===== config.mk =====
export PLATFORM = sky130hd
export DESIGN_NAME = pmem_burst_adapter
export DESIGN_NICKNAME = d
export VERILOG_FILES = /design/src/rtl/pmem_burst_adapter.sv
export SDC_FILE = /design/constraint.sdc
export NUM_CORES = 1
export LEC_CHECK = 0
export ABC_AREA = 1
export CAP_MARGIN = 10
export CORE_MARGIN = 4
export CORE_UTILIZATION = 51
export CTS_CLUSTER_SIZE = 16
export DETAILED_ROUTE_END_ITERATION = 8
export GPL_TIMING_DRIVEN = 0
export PLACE_DENSITY_LB_ADDON = 0.08
export SYNTH_ARGS = -nofsm -noshare
export SYNTH_HDL_FRONTEND = slang
export SYNTH_SLANG_ARGS = --single-unit

===== constraint.sdc =====
create_clock -name clk -period 2.3 [get_ports clk]
set_input_delay 0.23 -clock clk [delete_from_list [all_inputs] [get_ports clk]]
set_output_delay 0.23 -clock clk [all_outputs]
set_load 0.03 [all_outputs]

===== src/rtl/pmem_burst_adapter.sv =====
// rtl/pmem_burst_adapter.sv - 128-bit line to 4x32-bit beat burst adapter (optional PMEM_BURST_TIMEOUT_EN)
module pmem_burst_adapter #(
  parameter int TIMEOUT = 255
) (
  input  logic         clk,
  input  logic         rst,
  input  logic         pmem_read,
  input  logic         pmem_write,
  input  logic [15:0]  pmem_address,
  input  logic [127:0] pmem_wdata,
  output logic         pmem_resp,
  output logic [127:0] pmem_rdata,
  output logic         mem_read,
  output logic         mem_write,
  output logic [15:0]  mem_address,
  output logic [31:0]  mem_wdata,
  input  logic [31:0]  mem_rdata,
  input  logic         mem_resp
`ifdef PMEM_BURST_TIMEOUT_EN
  ,
  output logic         pmem_err
`endif
);

  typedef enum logic [1:0] {IDLE, RD_BURST, WR_BURST, DONE} state_t;

  state_t        state;
  logic [1:0]    beat;
  logic [1:0]    next_beat;
  logic [11:0]   line_addr;
  logic [127:0]  wline_q;
  logic [95:0]   rd_buf;

  // Byte offset within a line has no meaning here; the timeout depth is unused without the timer.
  logic          unused_offset;
  localparam int unused_timeout = TIMEOUT;
  assign unused_offset = ^pmem_address[3:0];

  assign next_beat = beat + 2'd1;

`ifdef PMEM_BURST_TIMEOUT_EN
  localparam int CW = (TIMEOUT > 1) ? $clog2(TIMEOUT + 1) : 1;
  logic [CW-1:0] wait_cnt;
`endif

  // Burst sequencer: latches the line request, walks beats 0..3, then pulses pmem_resp for one cycle.
  always_ff @(posedge clk) begin
    if (rst) begin
      state       <= IDLE;
      beat        <= 2'd0;
      line_addr   <= 12'd0;
      wline_q     <= 128'd0;
      rd_buf      <= 96'd0;
      pmem_resp   <= 1'b0;
      pmem_rdata  <= 128'd0;
      mem_read    <= 1'b0;
      mem_write   <= 1'b0;
      mem_address <= 16'd0;
      mem_wdata   <= 32'd0;
`ifdef PMEM_BURST_TIMEOUT_EN
      wait_cnt    <= '0;
      pmem_err    <= 1'b0;
`endif
    end else begin
      case (state)
        IDLE: begin
          beat <= 2'd0;
`ifdef PMEM_BURST_TIMEOUT_EN
          wait_cnt <= '0;
`endif
          // Read has priority when both requests are raised together.
          if (pmem_read) begin
            line_addr   <= pmem_address[15:4];
            mem_address <= {pmem_address[15:4], 4'b0000};
            mem_read    <= 1'b1;
            state       <= RD_BURST;
          end else if (pmem_write) begin
            line_addr   <= pmem_address[15:4];
            wline_q     <= pmem_wdata;
            mem_address <= {pmem_address[15:4], 4'b0000};
            mem_wdata   <= pmem_wdata[31:0];
            mem_write   <= 1'b1;
            state       <= WR_BURST;
          end
        end
        RD_BURST, WR_BURST: begin
          if (mem_resp) begin
`ifdef PMEM_BURST_TIMEOUT_EN
            wait_cnt <= '0;
`endif
            // Read beats gather into a side buffer; the visible line is replaced only when the
            // last beat lands, so an aborted read never leaves a half-updated line behind.
            if (state == RD_BURST) begin
              case (beat)
                2'd0:    rd_buf[31:0]  <= mem_rdata;
                2'd1:    rd_buf[63:32] <= mem_rdata;
                2'd2:    rd_buf[95:64] <= mem_rdata;
                default: pmem_rdata    <= {mem_rdata, rd_buf};
              endcase
            end
            if (beat == 2'd3) begin
              state     <= DONE;
              mem_read  <= 1'b0;
              mem_write <= 1'b0;
              pmem_resp <= 1'b1;
              beat      <= 2'd0;
            end else begin
              beat        <= next_beat;
              mem_address <= {line_addr, next_beat, 2'b00};
              mem_wdata   <= wline_q[{next_beat, 5'b00000} +: 32];
            end
          end
`ifdef PMEM_BURST_TIMEOUT_EN
          else if (wait_cnt == CW'(TIMEOUT - 1)) begin
            state     <= DONE;
            mem_read  <= 1'b0;
            mem_write <= 1'b0;
            pmem_resp <= 1'b1;
            pmem_err  <= 1'b1;
            beat      <= 2'd0;
          end else begin
            wait_cnt <= wait_cnt + CW'(1);
          end
`endif
        end
        DONE: begin
          pmem_resp <= 1'b0;
`ifdef PMEM_BURST_TIMEOUT_EN
          pmem_err  <= 1'b0;
`endif
          state     <= IDLE;
        end
        default: state <= IDLE;
      endcase
    end
  end

endmodule


==> metrics.yaml, run 1 <==
global_routing:
  grt_pass1_vias: 16000
  grt_overflow_total: 0
  grt_max_degree: 15
  grt_pass1_wl_mm: 81.4
  antenna_found_initial: 4
  grt_use_total_pct: 27.6
route:
  wl_per_cell_um: 16.0
  wl_mm: 51.6
  dr.pass1.iters: 7
  routed_via_density: 5.08
  drt_iter0_markers: 878
  antenna_left: 0
  vias: 16300
  drc: 0
sta:
  setup_viol: 0
  fin_ws_ps: 160
  fin_setup_tns_ps: 0
  relSlewSlack_pct: 54.5
  min_period_ps: 2140
  tightest_slew_ps: 683
  clock_skew_ps: 17.5
  max_freq_mhz: 467
  slew_violations: 0
  hold_violations: 0
  rsz0062_at_grt: "no"
  holdWs_ps: 248
  fin_crit_sh_pct: 93.1
cts:
  worstSkewPairLatency_ps: 540
  cts_setup_buffers: 0
  cts_root_buf: "clkbuf_16"
  htreeDepth: 2
  cts-buffers-inserted: 42
  cts_tree: "done"
  clock-sinks: 417
  path_clk_slew_ps: 60
  cts_buffer_depth: 3
power_and_ir_drop:
  p_leak_nw: 8.52
  p_per_area_nw_per_um2: 1050
  vdd_drop_max_mv: 0.633
hold_path:
  holdCritStartpoint: "pmem_address[14]"
  hp-class: "primary input to register"
yosys:
  synth_cells: 2347
  synth_top_area_share_pct: 49.5
  yosysUniqueCellTypes: 24
  yosys_register_bits: 417
  netlist_area_um2: 16900
  synth-seq-area-share_pct: 49.5
  yosysWarnings: 0
  synth_top_area_cell: "dfxtp_1"
  netlist_top_cells_area: "dfxtp_1 (50%), nand2_1 (9.9%), nor2_1 (8.6%)"
  avgSynthCellArea_um2: 7.18
floorplan:
  die_w_um: 190
  core_um2: 32500
  row_count: 66
  die_area_um2: 36000
  initial_core_util_pct: 51.8
  die_y_um: 190
  pin_count: 360
critical_path:
  r2r_start: "state[0]$_SDFFE_PP0P_"
  timing_worst_setup_path_type: "register to register"
  crit_start: "state[0]$_SDFFE_PP0P_"
  crit_arrival_ps: 2560
  cp_max_fo: 10
  cp-end-kind: "register"
  start_kind: "register"
  crit_required_ps: 2720
finish:
  num-fill-cells: 2840
  fin_nets: 2934
  final_area_um2: 22400
  area_growth_pct: 32.8
  drive_above_1_share_pct: 5.94
place:
  post-place-ws_ps: -534
  io_buffers: 352
  dp_hpwl_mm: 39.7
  gp_congestion: 0.888
  dpl_cell_area_um2: 20900
outcome:
  outcome: "finished, final reports clean"
run:
  cap_viol_max_count: 0
worst paths after layout:
path | to | slack, ps | cells after the start
max | rd_buf[80]$_SDFFE_PP0P_ | 160 | 10
min reg2reg | wline_q[111]$_SDFFE_PP0P_ | 450 | 2
max reg2reg | rd_buf[80]$_SDFFE_PP0P_ | 160 | 10
min | line_addr[10]$_SDFFE_PP0P_ | 250 | 3
cells in the final DEF, fill, tap and decap left out, drive strengths merged:
| cell | Yosys | layout |
|---|---|---|
| a21oi | 274 | 274 |
| a31oi | 1 | 1 |
| buf | 81 | 83 |
| bufinv | 0 | 3 |
| clkbuf | 100 | 157 |
| clkdlybuf4s50 | 0 | 352 |
| clkinv | 2 | 15 |
| conb | 1 | 2 |
| dfxtp | 417 | 417 |
| diode | 0 | 1 |
| ha | 9 | 9 |
| inv | 172 | 173 |
| nand2 | 448 | 448 |
| nand3 | 164 | 164 |
| nand4 | 2 | 2 |
| nor2 | 388 | 388 |
| nor3 | 1 | 1 |
| o21ai | 255 | 255 |
| o21bai | 32 | 32 |
per-layer routing:
layer / share of wire, % / vias up / GRT usage [%]
met3: 7.2 / 125 / 4.68
li1: - / 8309 / -
met2: 48 / 585 / 48.8
met4: 4.2 / 6 / 10.9
met1: 40 / 7322 / 33.8
met5: 0.058 / - / 0
logic make-up after synthesis:
group | count (synthesis) | synth area share (%)
compound gates | 562 | 17.2
buf+inv | 355 | 8.78
flops | 417 | 49.5
simple gates | 1003 | 23.8
other cells | 1 | 0.0222
fa+ha+maj | 9 | 0.668
area by class of cell:
cell class | count | area, µm² | share of cell area (%)
repair buffers | 352 | 3520 | 15.7
flip-flops and latches | 417 | 8350 | 37.3
inverters | 174 | 656 | 2.93
multi-input cells | 1576 | 7030 | 31.4
diodes | 1 | 2.50 | 0.0112
clock inverters | 17 | 186 | 0.833
plain buffers | 181 | 861 | 3.85
well taps | 442 | 553 | 2.47
clock buffers | 59 | 1220 | 5.43
power by group:
part / switching (mW) / total, mW / internal (mW)
combinational: 4.96 / 7.81 / 2.85
clock: 2.86 / 6.90 / 4.04
sequential: 0.520 / 8.69 / 8.17
total: 8.34 / 23.4 / 15.1
cells in the mapped netlist, drive strengths merged:
master	n
nand2	448
dfxtp	417
nor2	388
a21oi	274
o21ai	255
inv	172
nand3	164
clkbuf	100
buf	81
o21bai	32
ha	9
clkinv	2
nand4	2
a31oi	1
conb	1
nor3	1
what timing repair did:
item	CTS	global route
pin swaps	0	0
cloned	0	0
gates resized for setup	16	11
hold buffers	0	0
endpoints found under the setup margin	89	39
state kept, by name, indices dropped and copies added (netlist names):
name,flops
state,2
mem_read,1
rd_buf,96
wline_q,128
pmem_resp,1
beat,2
mem_write,1
mem_wdata,32
mem_address,14
line_addr,12
pmem_rdata,128
worst max-delay path, stage by stage (launching register included):
cell and delay, ps:
dfxtp_1 380, inv_1 80, ha_1 310, inv_2 60
buf_2 240, nor2_2 80, nand2_1 300, inv_2 170
buf_4 220, nor2_1 120, nor2_1 60
per-stage QoR:
stage / power (mW) / utilization (%) / std cells
floorplan: 13.9 / - / 2348
global placement: 16.4 / 64.4 / 3142
detailed placement: 16.5 / 64.4 / 3142
CTS: 23.5 / 68.8 / 3218
global route: 24.8 / 68.8 / 3219
finish: 23.4 / 68.8 / 3219
(Power assumes the default switching activity.)
==> run 2: changes to the inputs <==
SLEW_MARGIN = 20   (was not set)
==> results of run 2 <==
Same layout as run 1: the final DEF is identical, and so are final timing and power.
